File: src/rtl/tt_ternary_pkg.sv
// Shared definitions for ternary weight sources and consumers.
// Weight codes, loader state encoding and default matrix shape.
package tt_ternary_pkg;

    localparam logic [1:0] W_ZERO    = 2'b00;
    localparam logic [1:0] W_POS     = 2'b01;
    localparam logic [1:0] W_NEG     = 2'b11;
    localparam logic [1:0] W_ILLEGAL = 2'b10;

    localparam int DEF_IN_LEN  = 16;
    localparam int DEF_OUT_LEN = 8;

    typedef enum logic [1:0] {
        IDLE,
        LOAD,
        COMMIT_WAIT
    } state_e;

endpackage

File: src/rtl/tt_ternary_unpack4.sv
// Splits one byte into four sanitised ternary codes.
// Illegal codes become zero and raise the illegal flag.
module tt_ternary_unpack4
    import tt_ternary_pkg::*;
(
    input  logic [7:0] in_byte,
    output logic [7:0] codes,
    output logic       illegal
);

    // Per-field sanitise: 2'b10 maps to zero weight.
    always_comb begin
        codes   = '0;
        illegal = 1'b0;
        for (int j = 0; j < 4; j++) begin
            if (in_byte[2*j +: 2] == W_ILLEGAL) begin
                codes[2*j +: 2] = W_ZERO;
                illegal         = 1'b1;
            end else begin
                codes[2*j +: 2] = in_byte[2*j +: 2];
            end
        end
    end

endmodule

File: src/rtl/tt_ternary_weight_loader.sv
// Streams packed ternary bytes into a shadow bank, then commits
// it to the active bank once the multiplier is not mid-pass.
module tt_ternary_weight_loader
    import tt_ternary_pkg::*;
#(
    parameter int InLen  = DEF_IN_LEN,
    parameter int OutLen = DEF_OUT_LEN
) (
    input  logic                       clk,
    input  logic                       rst,
    input  logic                       load_start,
    input  logic [7:0]                 in_data,
    input  logic                       in_valid,
    output logic                       in_ready,
    input  logic                       consumer_busy,
    output logic [2*InLen*OutLen-1:0]  w_flat,
    output logic                       w_valid,
    output logic                       loading,
    output logic                       err
);

    localparam int NumBytes = InLen * OutLen / 4;
    localparam int NumW     = 2 * InLen * OutLen;
    localparam int CntW     = (NumBytes > 1) ? $clog2(NumBytes) : 1;
    localparam logic [CntW-1:0] LastCnt = CntW'(NumBytes - 1);

    state_e            state_q, state_d;
    logic [CntW-1:0]   count_q, count_d;
    logic [NumW-1:0]   shadow_q, shadow_d;
    logic [NumW-1:0]   active_q, active_d;
    logic              w_valid_q, w_valid_d;
    logic              err_q, err_d;
    logic [7:0]        codes;
    logic              illegal;

    tt_ternary_unpack4 u_unpack (
        .in_byte (in_data),
        .codes   (codes),
        .illegal (illegal)
    );

    assign in_ready = (state_q == LOAD);
    assign loading  = (state_q != IDLE);
    assign w_flat   = active_q;
    assign w_valid  = w_valid_q;
    assign err      = err_q;

    // Next state: load_start beats a same-cycle byte; the final
    // byte commits on its own edge when the consumer is idle.
    always_comb begin
        state_d   = state_q;
        count_d   = count_q;
        shadow_d  = shadow_q;
        active_d  = active_q;
        w_valid_d = w_valid_q;
        err_d     = err_q;
        unique case (state_q)
            IDLE: begin
                if (load_start) begin
                    state_d = LOAD;
                    count_d = '0;
                    err_d   = 1'b0;
                end
            end
            LOAD: begin
                if (load_start) begin
                    count_d = '0;
                    err_d   = 1'b0;
                end else if (in_valid) begin
                    shadow_d[{count_q, 3'b000} +: 8] = codes;
                    err_d = err_q | illegal;
                    if (count_q == LastCnt) begin
                        if (!consumer_busy) begin
                            active_d  = shadow_d;
                            w_valid_d = 1'b1;
                            state_d   = IDLE;
                        end else begin
                            state_d = COMMIT_WAIT;
                        end
                    end else begin
                        count_d = count_q + 1'b1;
                    end
                end
            end
            COMMIT_WAIT: begin
                if (!consumer_busy) begin
                    active_d  = shadow_q;
                    w_valid_d = 1'b1;
                    state_d   = IDLE;
                end
            end
            default: state_d = IDLE;
        endcase
    end

    // State registers; reset clears both banks.
    always_ff @(posedge clk) begin
        if (rst) begin
            state_q   <= IDLE;
            count_q   <= '0;
            shadow_q  <= '0;
            active_q  <= '0;
            w_valid_q <= 1'b0;
            err_q     <= 1'b0;
        end else begin
            state_q   <= state_d;
            count_q   <= count_d;
            shadow_q  <= shadow_d;
            active_q  <= active_d;
            w_valid_q <= w_valid_d;
            err_q     <= err_d;
        end
    end

endmodule

File: config.mk
export PLATFORM = sky130hd
export DESIGN_NAME = tt_ternary_weight_loader
export DESIGN_NICKNAME = d
export VERILOG_FILES = /design/src/rtl/tt_ternary_pkg.sv /design/src/rtl/tt_ternary_unpack4.sv /design/src/rtl/tt_ternary_weight_loader.sv
export SDC_FILE = /design/constraint.sdc
export NUM_CORES = 1
export LEC_CHECK = 0
export BUFFER_PORTS_ARGS = -buffer_cell sky130_fd_sc_hd__buf_2
export CORE_MARGIN = 2
export CORE_UTILIZATION = 52
export DETAILED_ROUTE_END_ITERATION = 16
export PLACE_DENSITY = 0.86
export SYNTH_ARGS = -nofsm -noshare
export SYNTH_HDL_FRONTEND = slang
export SYNTH_SLANG_ARGS = --single-unit
File: constraint.sdc
create_clock -name clk -period 2.6 [get_ports clk]
set_input_delay 0 -clock clk [delete_from_list [all_inputs] [get_ports clk]]
set_output_delay 0 -clock clk [all_outputs]
set_load 0.05 [all_outputs]
* Yosys cells after proc, flatten, opt, wreduce, memory -nomap -nowiden *
Cells that the tools add are included.

cells by class
  add/sub/neg operators = 2
  eq/ne operators = 15
  shift operators = 2
  mux-type cells = 36
  bitwise gates (word level) = 2
  reductions and logical operators = 10

operators by type and width
  operator                                                 number
  two-way mux 256 bit                                      5
  case mux 256 bit (2 select lines)                        1
  bitwise mux 256 bit                                      1
  variable shift 8 x 10 -> 256 bit (first input constant)  1
  variable part select 8 x 10 -> 256 bit                   1
  two-way mux 2 bit                                        10
  two-way mux 5 bit                                        4
  two-way mux 1 bit                                        11
  == test 2 bit (second input constant)                    5
  inequality test 2 bit (second input constant)            5
  negation 8 -> 10 bit                                     1
  case mux 5 bit (2 select lines)                          1
  AND reduction 4 bit                                      2
  inequality test 3 bit (second input constant)            2
  case mux 2 bit (3 select lines)                          1
  AND reduction 3 bit                                      2
  AND reduction 6 bit                                      1
  nonzero test 2 bit                                       3
  adder 5 x 1 -> 5 bit (second input constant)             1
  == test 5 bit (second input constant)                    1
  AND reduction 5 bit                                      1
  case mux 1 bit (2 select lines)                          2
  == test 2 x 1 -> 1 bit (second input constant)           1
  zero test 2 bit                                          1
  3 further kinds                                          3

storage, ports and cells
  flip-flop bits (word level) = 521
  word-level logic and storage cells = 73

* Logic depth before layout (Yosys ltp) *
  depth in word-level cells = 9
  gate-level depth with buffers = 12

* Modules after synthesis *
Synthesis repeated with hierarchy kept, for this count alone.

second synthesis, totals
  cell total of the unflattened synthesis = 2427
  area, all modules = 21523.1 sq um

modules (own cells, without submodules)
  module                    times used  cells each  area an instance (sq um)
  tt_ternary_weight_loader  1           2414        21451.8
  tt_ternary_unpack4        1           13          71.3

* Worst setup path before layout *
Ideal clock, no wire load.

  path type = register to register
  start point = reg count_q[0]
  end point = reg active_q[40], in the netlist w_flat[40]
  arrival = 2.635 ns
  required time = 2.468 ns
  setup slack = -0.167 ns
  cell stages (with the launch flop) = 13
  cell sequence = dfxtp_1 -> clkbuf_1 -> inv_1 -> ha_1 -> buf_4 -> nor2b_1 -> and3_1 -> clkbuf_1 -> or3_1 -> clkbuf_1 -> buf_2 -> a221oi_1 -> nor3_1

on the way
  longest elaborated chain between the ends = 8
  elaborated cells between the ends (all ways) = 12
  classes of those cells = 1 x add/sub; 2 x eq/ne; 2 x shift; 6 x mux; 1 x reduce/logical

RTL lines
  item                                                                                        RTL line                         source
  start, declared                                                                             tt_ternary_weight_loader.sv:28   logic [CntW-1:0] count_q, count_d;
  start signal, assigned                                                                      tt_ternary_weight_loader.sv:107  count_q <= count_d;
  negation 8 -> 10 bit                                                                        tt_ternary_weight_loader.sv:70   shadow_d[{count_q, 3'b000} +: 8] = codes;
  variable part select 8 x 10 -> 256 bit or variable shift 8 x 10 -> 256 bit (tied branches)  tt_ternary_weight_loader.sv:70
  bitwise mux 256 bit                                                                         tt_ternary_weight_loader.sv:70
  two-way mux 256 bit                                                                         tt_ternary_weight_loader.sv:73   if (!consumer_busy) begin
  two-way mux 256 bit                                                                         tt_ternary_weight_loader.sv:72   if (count_q == LastCnt) begin
  two-way mux 256 bit                                                                         tt_ternary_weight_loader.sv:69   end else if (in_valid) begin
  two-way mux 256 bit                                                                         tt_ternary_weight_loader.sv:66   if (load_start) begin
  case mux 256 bit (2 select lines)                                                           tt_ternary_weight_loader.sv:57   unique case (state_q)
  end signal, assigned                                                                        tt_ternary_weight_loader.sv:109  active_q <= active_d;
  end, declared                                                                               tt_ternary_weight_loader.sv:30   logic [NumW-1:0] active_q, active_d;

Parallel ways exist; a longest one is shown, timed or not. The select of a mux whose other input is x is not followed.
A chain may end at the register's enable or synchronous reset.

* Final worst setup path *
  start point = reg count_q[1]
  end point = reg active_q[177], in the netlist w_flat[177]

Same word-level chain as after synthesis.

==> flow_summary.ini <==
[power]
p_leak_nw = 11.20
power_density_nw_per_um2 = 1078
total_power_mw = 29.53
worst_ir_drop_vdd_v = 0.0009600

[global_route]
grtUsageTotal_pct = 31.08
grt_max_degree = 112
antenna_found_initial = 1
grt.overflow.total = 0
grt_pass1_vias = 19550
grt_pass1_wl_um = 108100

[sta]
hold_violations = 0
worst_pin_slew_ns = 0.8716
period_share_pct = 102.0
period_needed_ns = 2.652
max_freq_mhz = 377.1
rsz0062_at_grt = yes
slew_violations = 0
setup_violations = 3
fin_skew_ns = 0.02301
slew_headroom_pct = 41.89
fin_ws_ns = -0.05198

[die]
start_util_pct = 52.82
die_area_um2 = 43210
die_w_um = 207.9
row_count = 74
die_h_um = 207.9
core_um2 = 40920
pin_count = 273

[layout]
utilization_pct = 66.94
fill_cells = 2912
syn_to_final_growth_pct = 26.75
nets = 2694
layout-drive-gt1-share_pct = 26.66
stdcell_area_um2 = 27400
finalNonFillerCells = 3241

[logic_synthesis]
syn-num-nets = 2363
ys_warn_count = 0
synth_flop_cell = dfxtp_1
ys_async_sr_fraction_pct = 0
ys_ff_latch = 521
synthesis.area_um2 = 21610
synth_cell_type_count = 67
synth_edf_count = 0
syn_area_per_cell_um2 = 9.237
yosysSeqAreaShare_pct = 48.25
syn_inst = 2340

[detailed_routing]
wl_um = 75820
via_count = 20830
met3_length_um = 7802
wl_per_cell_um = 23.39
routed-wl-met2_um = 35300
route.layer.met1.wl_um = 28340
drt-initial-drc-count = 2364
drc = 0
avgViaCountPerCell = 6.428
ant_nets = 0
topRoutingLayerUsed = met4
dr.pass1.iters = 6

[clock_network]
clk_latency_ns = 0.62
clockBufferDepth = 3
tritoncts = done
htree_levels = 2
root_buffer = clkbuf_16
cts.sinks = 521
cts_made_buffers = 50
cts.reportedPaths.clkPinSlew_ns = 0.07

[place]
dp_cells = 3120
post-dp-hpwl_um = 47720
dpl_cell_area_um2 = 24420
port_buffers = 272
routabilityCongestion = 0.8887

[min_path]
worst_hold_path_type = input pin to flip-flop

[setup_path]
end_kind = flip-flop
crit_required_ns = 3.08
r2r_setup_slack_ns = -0.05
cp.arrival_ns = 3.13
worst-setup-path-type = flip-flop to flip-flop
cp_max_fo = 27
cp-start-kind = flip-flop

[run_status]
status = finished with violations
violations = setup timing

[job]
max_cap_violations = 0
-- cells in the mapped netlist, drive strengths merged (6+ instances only) --
library cell,instances,area share [%]
nor2,598,11
dfxtp,521,48
mux2i,320,15
nor3,247,6.1
a221oi,188,7.6
clkbuf,144,2.5
a211oi,68,2.4
nand2,50,0.88
buf,46,1.2
a21oi,20,0.71
and2,18,0.52
and3,11,0.32
nand3,11,0.25
o21ai,11,0.29
ha,10,0.58
o31ai,8,0.28
inv,7,0.12
nand2b,6,0.17
-- flip-flops by register name (all words and copies together) (netlist names) --
signal / count
w_valid: 1
shadow_q: 256
state_q: 2
count_q: 5
err: 1
w_flat: 256
-- final cells by class --
| class | instances | area [um2] | area share (%) |
|---|---|---|---|
| tap | 532 | 665.6 | 2.430 |
| antenna | 1 | 2.502 | 0.009134 |
| multi-input combinational | 1620 | 11140 | 40.66 |
| inverter | 9 | 33.78 | 0.1233 |
| clock inverter | 17 | 259.0 | 0.9454 |
| clock buffer | 72 | 1475 | 5.385 |
| sequential | 521 | 10430 | 38.08 |
| timing repair buffer | 469 | 3388 | 12.37 |
-- what timing repair did --
| action | in CTS | in global routing |
|---|---|---|
| gates cloned | 0 | 10 |
| gates resized for setup | 13 | 135 |
| endpoints found under the hold margin | 106 | 0 |
| pin swaps | 0 | 4 |
| setup buffers | 2 | 9 |
| hold buffers | 10 | 0 |
| endpoints found under the setup margin | 143 | 237 |
-- metrics by stage --
stage / setup TNS [ns] / setup WS [ns] / hold WS, ns
2_1_floorplan: 0 / 0.01053 / 0.1632
3_3_place_gp: -2.643 / -0.2033 / 0.3187
3_5_place_dp: -5.549 / -0.2069 / 0.3364
4_1_cts: -0.02443 / -0.01462 / 0.007922
5_1_grt: -6.768 / -0.1806 / 0.07244
6_report: -0.07605 / -0.05198 / 0.06037
-- path summary, 6_finish.rpt --
kind                   start            end  depth (start not counted)
setup / recovery  count_q[1]    w_flat[177]                          9
hold / removal    in_data[7]  shadow_q[135]                          5
setup reg to reg  count_q[1]    w_flat[177]                          9
hold reg to reg   w_flat[42]     w_flat[42]                          2
-- critical path: stages (launching register included) --
cell and delay, ns:
dfxtp_1 0.32, inv_1 0.09, ha_2 0.26, o21ba_2 0.19, buf_4 0.14, o21a_1 0.28, or2_2 0.40, buf_12 0.19
a221oi_1 0.50, nor3_1 0.12
-- cells by family (layout without fill, tap and decap cells) --
kind of cell,count (synthesis),in the layout,synth area share [%]
buf+inv,199,567,3.878
fa+ha+maj,10,10,0.5789
mux,320,320,14.84
xor+xnor,3,3,0.1563
simple gates,967,967,19.80
compound gates,320,320,12.50
flops,521,521,48.25
other cells,0,1,0
-- layout by cell type (no fill, tap or decap), types with 7 or more instances in the layout --
| master | n |
|---|---|
| nand2_1 | 45 |
| buf_2 | 271 |
| nor2_2 | 21 |
| a221oi_2 | 76 |
| a211oi_1 | 65 |
| and3_1 | 10 |
| and2_1 | 15 |
| nor3_4 | 8 |
| clkbuf_1 | 9 |
| nor2_1 | 575 |
| mux2i_1 | 318 |
| buf_6 | 8 |
| dlygate4sd3_1 | 10 |
| clkbuf_16 | 59 |
| o31ai_1 | 7 |
| a221oi_1 | 108 |
| clkinv_2 | 7 |
| buf_12 | 22 |
| nor3_1 | 221 |
| clkbuf_8 | 12 |
| ha_1 | 7 |
| dfxtp_1 | 519 |
| nand3_1 | 10 |
| nor3_2 | 18 |
| a21oi_2 | 14 |
| buf_4 | 145 |
| inv_1 | 7 |
-- power by group --
part           switching (mW)  internal [mW]  total, mW
sequential              0.838           9.27       10.1
clock                    3.21           4.54       7.75
combinational            8.47           3.21       11.7
-- per-layer routing --
metal  GRT usage (%)  up-vias
li1                -     9063
met1           39.25     9980
met2           50.19     1463
met3           5.870      326
met4           17.12        0
met5               0        -
(Power assumes the default switching activity.)
